[config.mk]
export PLATFORM = sky130hd
export DESIGN_NAME = rsa_skew_feeder
export DESIGN_NICKNAME = d
export VERILOG_FILES = /design/src/rtl/rsa_skew_feeder.sv
export SDC_FILE = /design/constraint.sdc
export NUM_CORES = 1
export LEC_CHECK = 0
export BUFFER_PORTS_ARGS = -buffer_cell sky130_fd_sc_hd__buf_2
export CAP_MARGIN = 25
export CELL_PAD_IN_SITES_DETAIL_PLACEMENT = 0
export CELL_PAD_IN_SITES_GLOBAL_PLACEMENT = 1
export CORE_ASPECT_RATIO = 0.6
export CORE_MARGIN = 2
export CORE_UTILIZATION = 49
export CTS_BUF_LIST = sky130_fd_sc_hd__clkbuf_4
export CTS_CLUSTER_SIZE = 25
export DETAILED_ROUTE_END_ITERATION = 7
export GPL_TIMING_DRIVEN = 1
export PLACE_DENSITY = 0.86
export SYNTH_ARGS = -nofsm -noshare
export SYNTH_HDL_FRONTEND = slang
export SYNTH_SLANG_ARGS = --single-unit
[constraint.sdc]
create_clock -name clk -period 1.85 [get_ports clk]
set_input_delay 0.0925 -clock clk [delete_from_list [all_inputs] [get_ports clk]]
set_output_delay 0.0925 -clock clk [all_outputs]
set_load 0.1 [all_outputs]
[src/rtl/rsa_skew_feeder.sv]
// Diagonal skew feeder: lane j of each accepted vector leaves 1+d_j cycles later (d_j by latched dir).
// Latency: 1+j (N_2_S) or 1+(Y-1-j) (S_2_N) cycles per lane.
// Backpressure: none downstream; in_ready drops only in DRAIN when dir differs from the latched dir.
module rsa_skew_feeder #(
  parameter int Y      = 4,
  parameter int L      = 4,
  parameter int RSA_DW = 16
) (
  input  logic                clk,
  input  logic                sys_rst,
  input  logic                dir,
  input  logic                in_valid,
  output logic                in_ready,
  input  logic [Y*RSA_DW-1:0] in_data,
  output logic [Y*RSA_DW-1:0] out_data,
  output logic [Y-1:0]        new_cal_en,
  output logic [Y-1:0]        new_cal_done,
  output logic                busy
);

  localparam int CW  = (L > 1) ? $clog2(L) : 1;
  localparam int DCW = (Y > 1) ? $clog2(Y) : 1;
  localparam logic [CW-1:0]  CNT_LAST  = CW'(L - 1);
  localparam logic [DCW-1:0] DCNT_INIT = DCW'(Y - 1);

  typedef enum logic [1:0] {IDLE, RUN, DRAIN} state_t;

  state_t         state, state_nxt;
  logic [CW-1:0]  cnt, cnt_nxt;
  logic [DCW-1:0] dcnt, dcnt_nxt;
  logic           dir_lat, dir_lat_nxt;
  logic           rdy_st;
  logic           accept;
  logic           last_acc;

  // Stage k holds the whole vector accepted k+1 edges ago; each lane taps its own depth.
  logic [Y*RSA_DW-1:0] st_dat [Y];
  logic [Y-1:0]        st_en;
  logic [Y-1:0]        st_done;

  always_comb begin
    rdy_st = 1'b0;
    case (state)
      IDLE:    rdy_st = 1'b1;
      RUN:     rdy_st = 1'b1;
      DRAIN:   rdy_st = (dir == dir_lat);
      default: rdy_st = 1'b0;
    endcase
  end

  assign in_ready = sys_rst & rdy_st;
  assign accept   = in_valid & in_ready;
  assign last_acc = accept & (cnt == CNT_LAST);
  assign busy     = (state != IDLE);

  always_comb begin
    state_nxt   = state;
    cnt_nxt     = cnt;
    dcnt_nxt    = dcnt;
    dir_lat_nxt = dir_lat;
    if (accept) begin
      if (state == IDLE) dir_lat_nxt = dir;
      if (last_acc) begin
        cnt_nxt   = '0;
        dcnt_nxt  = DCNT_INIT;
        state_nxt = (Y == 1) ? IDLE : DRAIN;
      end else begin
        cnt_nxt   = cnt + CW'(1);
        state_nxt = RUN;
      end
    end else if (state == DRAIN) begin
      // Y-1 drain cycles: leave as the counter reaches zero.
      dcnt_nxt = dcnt - DCW'(1);
      if (dcnt_nxt == '0) state_nxt = IDLE;
    end
  end

  always_ff @(posedge clk or negedge sys_rst) begin
    if (!sys_rst) begin
      state   <= IDLE;
      cnt     <= '0;
      dcnt    <= '0;
      dir_lat <= 1'b0;
    end else begin
      state   <= state_nxt;
      cnt     <= cnt_nxt;
      dcnt    <= dcnt_nxt;
      dir_lat <= dir_lat_nxt;
    end
  end

  always_ff @(posedge clk or negedge sys_rst) begin
    if (!sys_rst) begin
      for (int k = 0; k < Y; k++) st_dat[k] <= '0;
      st_en   <= '0;
      st_done <= '0;
    end else begin
      st_dat[0]  <= accept ? in_data : '0;
      st_en[0]   <= accept;
      st_done[0] <= last_acc;
      for (int k = 1; k < Y; k++) begin
        st_dat[k]  <= st_dat[k-1];
        st_en[k]   <= st_en[k-1];
        st_done[k] <= st_done[k-1];
      end
    end
  end

  for (genvar j = 0; j < Y; j++) begin : g_lane
    localparam int DN = j;
    localparam int DS = Y - 1 - j;

    logic [RSA_DW-1:0] lane_q;
    logic              en_q;
    logic              done_q;

    always_ff @(posedge clk or negedge sys_rst) begin
      if (!sys_rst) begin
        lane_q <= '0;
        en_q   <= 1'b0;
        done_q <= 1'b0;
      end else begin
        lane_q <= dir_lat ? st_dat[DS][j*RSA_DW +: RSA_DW] : st_dat[DN][j*RSA_DW +: RSA_DW];
        en_q   <= dir_lat ? st_en[DS]   : st_en[DN];
        done_q <= dir_lat ? st_done[DS] : st_done[DN];
      end
    end

    assign out_data[j*RSA_DW +: RSA_DW] = lane_q;
    assign new_cal_en[j]                = en_q;
    assign new_cal_done[j]              = done_q;
  end

endmodule

Word level (Yosys, flattened, before mapping). Index checks and enable logic that the tools add are counted.

Add/sub/neg operators: 2. Eq/ne operators: 5. Mux-type cells: 22. Bitwise logic cells: 3. Reductions and logical operators: 9.

Operators by type and width (count): 16-bit two-way mux (4); 64-bit two-way mux (1); 2-bit two-way mux (8); 1-bit two-way mux (8); 2-bit AND reduction (3); 2-bit nonzero test (3); 2-bit == test (second input constant) (2); 2-bit zero test (2); 1-bit AND (3); 2-bit by 1-bit adder with 2-bit output (second input constant) (1); 2-bit by 1-bit == test with 1-bit output (second input constant) (1); 2-bit by 1-bit inequality test with 1-bit output (second input constant) (1); 1-bit case mux with 2 select lines (1); 2-bit OR reduction (1); 2-bit by 1-bit subtractor with 2-bit output (second input constant) (1); 1-bit == test (1).

Bits in registers: 343. Input bits: 68. Output and inout bits: 74. Logic and storage cells: 63.

Logic depth before layout (Yosys ltp). Gate-level depths: netlist (run 1).

Word-level depth: 8. Mapped depth: 4. Depth with buffers taken out: 4.

Least setup slack after synthesis (run 1). No wires, ideal clock.

Path type: register to register. Start point: register state[0]. End point: register dir_lat. Setup time: 0.125 ns. Arrival time: 1.413 ns. Required time: 1.725 ns. Path slack: 0.312 ns. Cell stages (with the launch flop): 4. Buffers on the path: 0. Clock period less this slack: 1.538 ns. Cell sequence: dfrtp_1 > or2_2 > nor2_1 > mux2_2.

Word-level cells in the longest chain between the ends: 6. Elaborated cells on any way between the ends: 8. Classes of those cells: eq/ne: 2; mux: 1; bitwise: 2; reduce/logical: 3.

Ends and longest elaborated chain: start, declared (RTL line 28) `state_t state, state_nxt;`; start signal, assigned (RTL line 85) `state <= state_nxt;`; 2-bit by 1-bit == test with 1-bit output or 2-bit zero test (tied branches) (RTL line 43, 62); 2-bit OR reduction (no source line); 1-bit case mux with 2 select lines (RTL line 43) `case (state)`; 1-bit AND (RTL line 51) `assign in_ready = sys_rst & rdy_st;`; 1-bit AND (RTL line 52) `assign accept = in_valid & in_ready;`; 2-bit AND reduction (no source line) (*); end signal, assigned (RTL line 88) `dir_lat <= dir_lat_nxt;`; end, declared (RTL line 31) `logic dir_lat, dir_lat_nxt;`.

Mark *: on every way between the ends. The rest lies on a longest branch, timed or not. A chain may end at the register's enable or synchronous reset.

Worst setup path after layout (run 1).
Start point: register dir_lat. End point: output in_ready.

Word-level cells in the longest chain between the ends: 3.

Ends and longest elaborated chain: 1-bit == test (RTL line 46) `DRAIN: rdy_st = (dir == dir_lat);`; 1-bit case mux with 2 select lines (RTL line 43); 1-bit AND (RTL line 51); end, declared (RTL line 13) `output logic in_ready,`.

No other way between the ends.

==> results.py, run 1 <==
metrics = {
    "drt": {
        "avgViaCountPerCell": 4.49,
        "via_count": 4727,
        "avgRoutedWirePerCell_um": 15.1,
        "post-route-drc-count": 0,
        "ant_nets": 0,
        "first_pass_iters": 4,
        "wl_um": 15800,
        "drtIter0Drc": 244,
    },
    "place": {
        "dp_cells": 869,
        "io_buffers": 141,
        "place_congestion": 0.732,
        "post-dp-hpwl_um": 9220,
    },
    "setup_path": {
        "crit_slowest_cell": "dfrtp_4",
        "endpoint_kind": "primary output",
        "critPathMaxStageDelay_ps": 510,
        "arrival_ps": 1760,
        "r2r_cells": 5,
        "start_kind": "flip-flop",
        "cp_max_fo": 2,
        "required_ps": 1760,
        "critical_path_class": "flip-flop to primary output",
        "path_cells": "xor2_4 -> o21ai_2 -> and2_4 -> buf_12",
        "crit-reg2reg-launch": "dir_lat$_DFFE_PN0P_",
        "reg2reg_to": "st_dat[204]$_DFF_PN0_",
        "rrSetupSlack_ps": 200,
    },
    "global_route": {
        "grt_usage_pct": 17.0,
        "grt_first_pass_wirelength_um": 26700,
        "grt_max_degree": 149,
        "grt_pass1_vias": 5330,
        "antenna_found_initial": 0,
        "gr-total-overflow": 0,
    },
    "synth": {
        "syn_area_um2": 9350,
        "netlist_instances": 497,
        "synth.distinct_cells": 21,
        "syn_nets": 567,
        "ys_ff_latch": 311,
        "ys_warn_count": 0,
        "yosysSeqAreaShare_pct": 83.2,
        "syn_avg_cell_area_um2": 18.8,
    },
    "cts": {
        "cts-root-buf": "clkbuf_4",
        "htreeDepth": 3,
        "clk_pin_slew_ps": 70,
        "cts_tree": "built",
        "cts_sinks": 311,
        "clk_latency_ps": 630,
        "cts_buffers": 70,
        "cts.path.max_buffers": 3,
    },
    "timing": {
        "slew_headroom_pct": 51.3,
        "max_freq_mhz": 539,
        "worst_pin_slew_ps": 730,
        "finalHoldViolations": 0,
        "clock_skew_ps": 49.6,
        "slew_viol_final": 0,
        "final.period_utilization_pct": 100,
        "setup_viol": 1,
        "setup_slack_ps": -5.69,
        "rsz0062_at_grt": "yes",
        "fin_crit_ps": 1860,
    },
    "floorplanning": {
        "die_h_um": 111,
        "die_w_um": 182,
        "start_util_pct": 49.5,
        "core_area_um2": 18900,
        "num_rows": 39,
        "io-pin-count": 142,
        "die-area_um2": 20200,
    },
    "final_layout": {
        "final_cell_mix": "dfrtp_1, buf_2, clkbuf_4",
        "nets": 834,
        "drive_gt1_share_pct": 42.1,
        "syn_to_final_growth_pct": 27.6,
        "fin_util_pct": 63.2,
        "fillerInstances": 1361,
        "final_cell_count_no_fill": 1052,
        "diodes": 0,
        "mostFrequentLayoutCell": "dfrtp_1",
    },
    "outcome": {
        "status": "finished with violations",
        "violations": "setup timing",
    },
    "power_and_ir_drop": {
        "peakVddDrop_mv": 0.777,
        "p_leak_nw": 6.36,
        "cellPowerDensity_nw_per_um2": 1520,
    },
    "worst_hold_path": {
        "min_path_type": "primary input to async pin",
    },
    "run": {
        "maxCapViolations": 0,
    },
}
per-stage QoR:
step / setup WS, ps / hold WS [ps] / TNS (ps) / total power, W / area, µm²
final: -5.69 / 130 / -5.69 / 0.0182 / 11900
after floorplan: 312 / -203 / 0 / 0.0120 / 9350
after CTS: -129 / 57.0 / -129 / 0.0184 / 11900
after global placement: 393 / 180 / 0 / 0.0129 / 10400
after global routing: -111 / 101 / -111 / 0.0191 / 11900
after detailed placement: 328 / 197 / 0 / 0.0130 / 10400
metal layers:
layer	vias up	global-route usage (%)	routed length, µm
li1	2165	-	-
met1	2421	24.0	7470
met2	129	24.6	7340
met3	12	5.81	915
met4	0	6.94	112
met5	-	0	0
cell usage after synthesis:
cell type | number | area (µm²)
buf_2 | 9 | 45.0
o21ai_0 | 1 | 5.00
mux2_2 | 75 | 845
nand3b_1 | 1 | 7.51
a21boi_0 | 1 | 7.51
buf_4 | 8 | 60.1
clkbuf_2 | 5 | 25.0
xnor2_1 | 1 | 8.76
or2_2 | 1 | 6.26
o22ai_2 | 1 | 12.5
mux2_4 | 1 | 15.0
mux2i_1 | 4 | 40.0
and2_1 | 66 | 413
dfrtp_1 | 311 | 7780
nor2_1 | 4 | 15.0
inv_1 | 2 | 7.51
nor2b_1 | 1 | 6.26
buf_6 | 1 | 11.3
nand2_1 | 1 | 3.75
xor2_1 | 1 | 8.76
ha_1 | 2 | 25.0
sequential cells by signal (all words and copies together), names as in the netlist:
register	count
st_dat	224
g_lane.lane_q	64
g_lane.done_q	4
g_lane.en_q	4
st_done	4
st_en	4
cnt	2
dcnt	2
state	2
dir_lat	1
worst max-delay path by stage:
| stage | startpoint | end | slack [ps] | cells past startpoint |
|---|---|---|---|---|
| 2_1_floorplan | state[0]$_DFFE_PN0P_ | dir_lat$_DFFE_PN0P_ | 310 | 3 |
| 3_3_place_gp | dir_lat$_DFFE_PN0P_ | st_dat[198]$_DFF_PN0_ | 390 | 4 |
| 3_5_place_dp | dir_lat$_DFFE_PN0P_ | st_dat[249]$_DFF_PN0_ | 330 | 4 |
| 4_1_cts | dir_lat$_DFFE_PN0P_ | in_ready | -130 | 4 |
| 5_1_grt | dir_lat$_DFFE_PN0P_ | in_ready | -110 | 4 |
| 6_report | dir_lat$_DFFE_PN0P_ | in_ready | -6 | 4 |
cell type report:
type	instances	area [µm²]	area share [%]
clock buffers	100	751	6.29
flip-flops and latches	311	7790	65.3
repair buffers	218	1520	12.7
clock inverters	14	108	0.902
inverters	2	7.51	0.0629
multi-input cells	161	1450	12.2
well taps	246	308	2.58
power by group:
group	leakage [nW]	total [W]	internal (W)	switching [W]
Combinational	1.66	0.00489	0.00121	0.00368
Sequential	4.18	0.00814	0.00777	0.000376
Clock	0.515	0.00515	0.00275	0.00240
worst max-delay path, delay by kind of cell (launching register included):
kind / cells / cell delay, ps
DFF: 1 / 510
buffers and inverters: 1 / 170
AOI/OAI and AO/OA: 1 / 110
and+or+nand+nor: 1 / 170
xor gates and xnor gates: 1 / 170
logic make-up after synthesis:
group | share of synthesized area [%]
muxes | 9.62
adders and majority gates | 0.268
xor gates and xnor gates | 0.187
AOI/OAI and AO/OA | 0.268
buffers and inverters | 1.59
DFF | 83.2
and+or+nand+nor | 4.83
timing repair:
item                       CTS  global route
gates resized for setup      5             3
hold buffers                67             0
hold endpoints to repair   377             0
pin swaps                    2             1
setup endpoints to repair    2             2
setup buffers                1             1
(Power assumes the default switching activity.)
==> run 2: changes to the inputs <==
--- a/config.mk
+++ b/config.mk
@@ -11,12 +11,11 @@
 export CELL_PAD_IN_SITES_GLOBAL_PLACEMENT = 1
 export CORE_ASPECT_RATIO = 0.6
 export CORE_MARGIN = 2
-export CORE_UTILIZATION = 49
-export CTS_BUF_LIST = sky130_fd_sc_hd__clkbuf_4
+export CORE_UTILIZATION = 47
 export CTS_CLUSTER_SIZE = 25
 export DETAILED_ROUTE_END_ITERATION = 7
 export GPL_TIMING_DRIVEN = 1
-export PLACE_DENSITY = 0.86
+export PLACE_DENSITY = 0.84
 export SYNTH_ARGS = -nofsm -noshare
 export SYNTH_HDL_FRONTEND = slang
 export SYNTH_SLANG_ARGS = --single-unit
==> run 2 against run 1 <==
  * The flow now finishes without violations
  * Utilization shrank 1.2 points
  * Clock skew decreased by 39 ps
  * Sequential share of layout area decreased by 0.065 points
  * Highest routed layer unchanged
  * Critical endpoint unchanged
  * Final area about the same
  * Clock-buffer cell count is 62 lower
  * Combinational power shrank 0.8%
  * Worst setup slack improved by 81 ps
==> results.py, run 2 (synthesis results as in run 1) <==
metrics = {
    "outcome": {
        "status": "complete, no violations",
    },
    "worst_hold_path": {
        "min_path_type": "primary input to async pin",
    },
    "setup_path": {
        "r2r_cells": 4,
        "rrSetupSlack_ps": 300,
        "required_ps": 1760,
        "path_delay_family": "flip-flops",
        "endpoint_kind": "primary output",
        "critPathMaxStageDelay_ps": 490,
        "crit_slowest_cell": "dfrtp_4",
        "path_cells": "xor2_2 -> o21ai_2 -> and2_4 -> buf_12",
        "critical_path_class": "flip-flop to primary output",
        "cp_max_fo": 2,
        "reg2reg_to": "st_dat[243]$_DFF_PN0_",
        "crit-reg2reg-launch": "dir_lat$_DFFE_PN0P_",
        "arrival_ps": 1680,
        "worst-path-buf-inv": 1,
        "start_kind": "flip-flop",
    },
    "cts": {
        "htreeDepth": 1,
        "cts-root-buf": "clkbuf_16",
        "clk_latency_ps": 520,
        "cts_buffers": 26,
        "cts_sinks": 311,
        "cts_tree": "built",
        "clk_pin_slew_ps": 60,
        "cts.path.max_buffers": 3,
    },
    "drt": {
        "avgRoutedWirePerCell_um": 15.6,
        "wl_um": 15600,
        "drtIter0Drc": 259,
        "avgViaCountPerCell": 4.49,
        "ant_nets": 0,
        "post-route-drc-count": 0,
        "via_count": 4495,
        "first_pass_iters": 4,
    },
    "final_layout": {
        "syn_to_final_growth_pct": 27.7,
        "largestRegisters": "st_dat x224, g_lane.lane_q x64",
        "largest_reg_flops": 224,
        "final_cell_mix": "dfrtp_1, buf_2, mux2_2",
        "top_register": "st_dat",
        "drive_gt1_share_pct": 37.3,
        "mostFrequentLayoutCell": "dfrtp_1",
        "nets": 787,
    },
    "timing": {
        "fin_crit_ps": 1770,
        "finalHoldViolations": 0,
        "rsz0062_at_grt": "no",
        "setup_slack_ps": 75.5,
        "final.period_utilization_pct": 95.9,
        "clock_skew_ps": 10.4,
        "max_freq_mhz": 564,
        "slew_headroom_pct": 58.8,
        "setup_viol": 0,
        "worst_pin_slew_ps": 619,
        "slew_viol_final": 0,
        "totalNegativeSetupSlack_ps": 0,
    },
    "place": {
        "io_buffers": 141,
        "post-dp-hpwl_um": 8800,
        "place_congestion": 0.733,
        "post-place-ws_ps": 277,
    },
    "global_route": {
        "grt_first_pass_wirelength_um": 25900,
        "antenna_found_initial": 1,
        "grt_pass1_vias": 5095,
        "grt_max_degree": 126,
        "grt_usage_pct": 15.6,
        "gr-total-overflow": 0,
    },
    "floorplanning": {
        "io-pin-count": 142,
        "die-area_um2": 21100,
        "die_h_um": 113,
        "num_rows": 39,
        "die_w_um": 186,
        "core_area_um2": 19300,
        "start_util_pct": 48.5,
    },
    "power_and_ir_drop": {
        "cellPowerDensity_nw_per_um2": 1540,
        "p_leak_nw": 6.26,
        "finalPower_w": 0.0184,
        "peakVddDrop_mv": 1.02,
    },
    "run": {
        "maxCapViolations": 0,
    },
}
run 2: through the flow:
step	utilization, %	std cells	area (µm²)	hold slack [ps]
after global placement	53.8	887	10400	-76.6
final	62.0	1002	11900	38.3
after detailed placement	53.8	887	10400	-76.2
after floorplan	-	497	9350	-203
after global routing	62.0	1002	11900	32.2
after CTS	61.8	1000	11900	14.8
run 2: area by class of cell:
type                       instances  area (µm²)
clock buffer                      38         797
antenna                            1        2.50
clock inverter                     8        67.6
timing repair buffer             215        1510
fill                            1386        7330
sequential                       311        7790
tap                              266         333
inverter                           2        7.51
multi-input combinational        161        1440
run 2: worst max path at each step:
stage / depth (start not counted) / slack (ps) / from / endpoint
2_1_floorplan: 3 / 310 / state[0]$_DFFE_PN0P_ / dir_lat$_DFFE_PN0P_
3_3_place_gp: 4 / 350 / dir_lat$_DFFE_PN0P_ / st_dat[204]$_DFF_PN0_
3_5_place_dp: 4 / 280 / dir_lat$_DFFE_PN0P_ / st_dat[197]$_DFF_PN0_
4_1_cts: 4 / 6 / dir_lat$_DFFE_PN0P_ / in_ready
5_1_grt: 4 / 1 / dir_lat$_DFFE_PN0P_ / in_ready
6_report: 4 / 80 / dir_lat$_DFFE_PN0P_ / in_ready
run 2: metal layers:
metal | share of wire, % | vias up | global-route usage (%)
met4 | 1.3 | 0 | 2.89
met2 | 46 | 112 | 24.7
met1 | 46 | 2330 | 22.1
li1 | - | 2030 | -
met5 | 0 | - | 0
met3 | 6.1 | 23 | 4.44
run 2: what timing repair did:
item	in CTS	in global routing
gates cloned	0	0
resized for setup	2	2
setup endpoints to repair	1	1
hold buffers	66	0
hold endpoints to repair	244	0
buffers inserted	1	0
pin swaps	0	0
run 2: power breakdown:
group | total [W] | internal, W | switching [W]
sequential | 0.00816 | 0.00777 | 0.000394
combinational | 0.00485 | 0.00118 | 0.00367
clock | 0.00540 | 0.00312 | 0.00228
run 2: worst reg2reg max path, stage by stage (launching register included):
cell and delay (ps):
dfrtp_4 490, xor2_2 210, o22ai_4 290, buf_12 310, and2_1 190
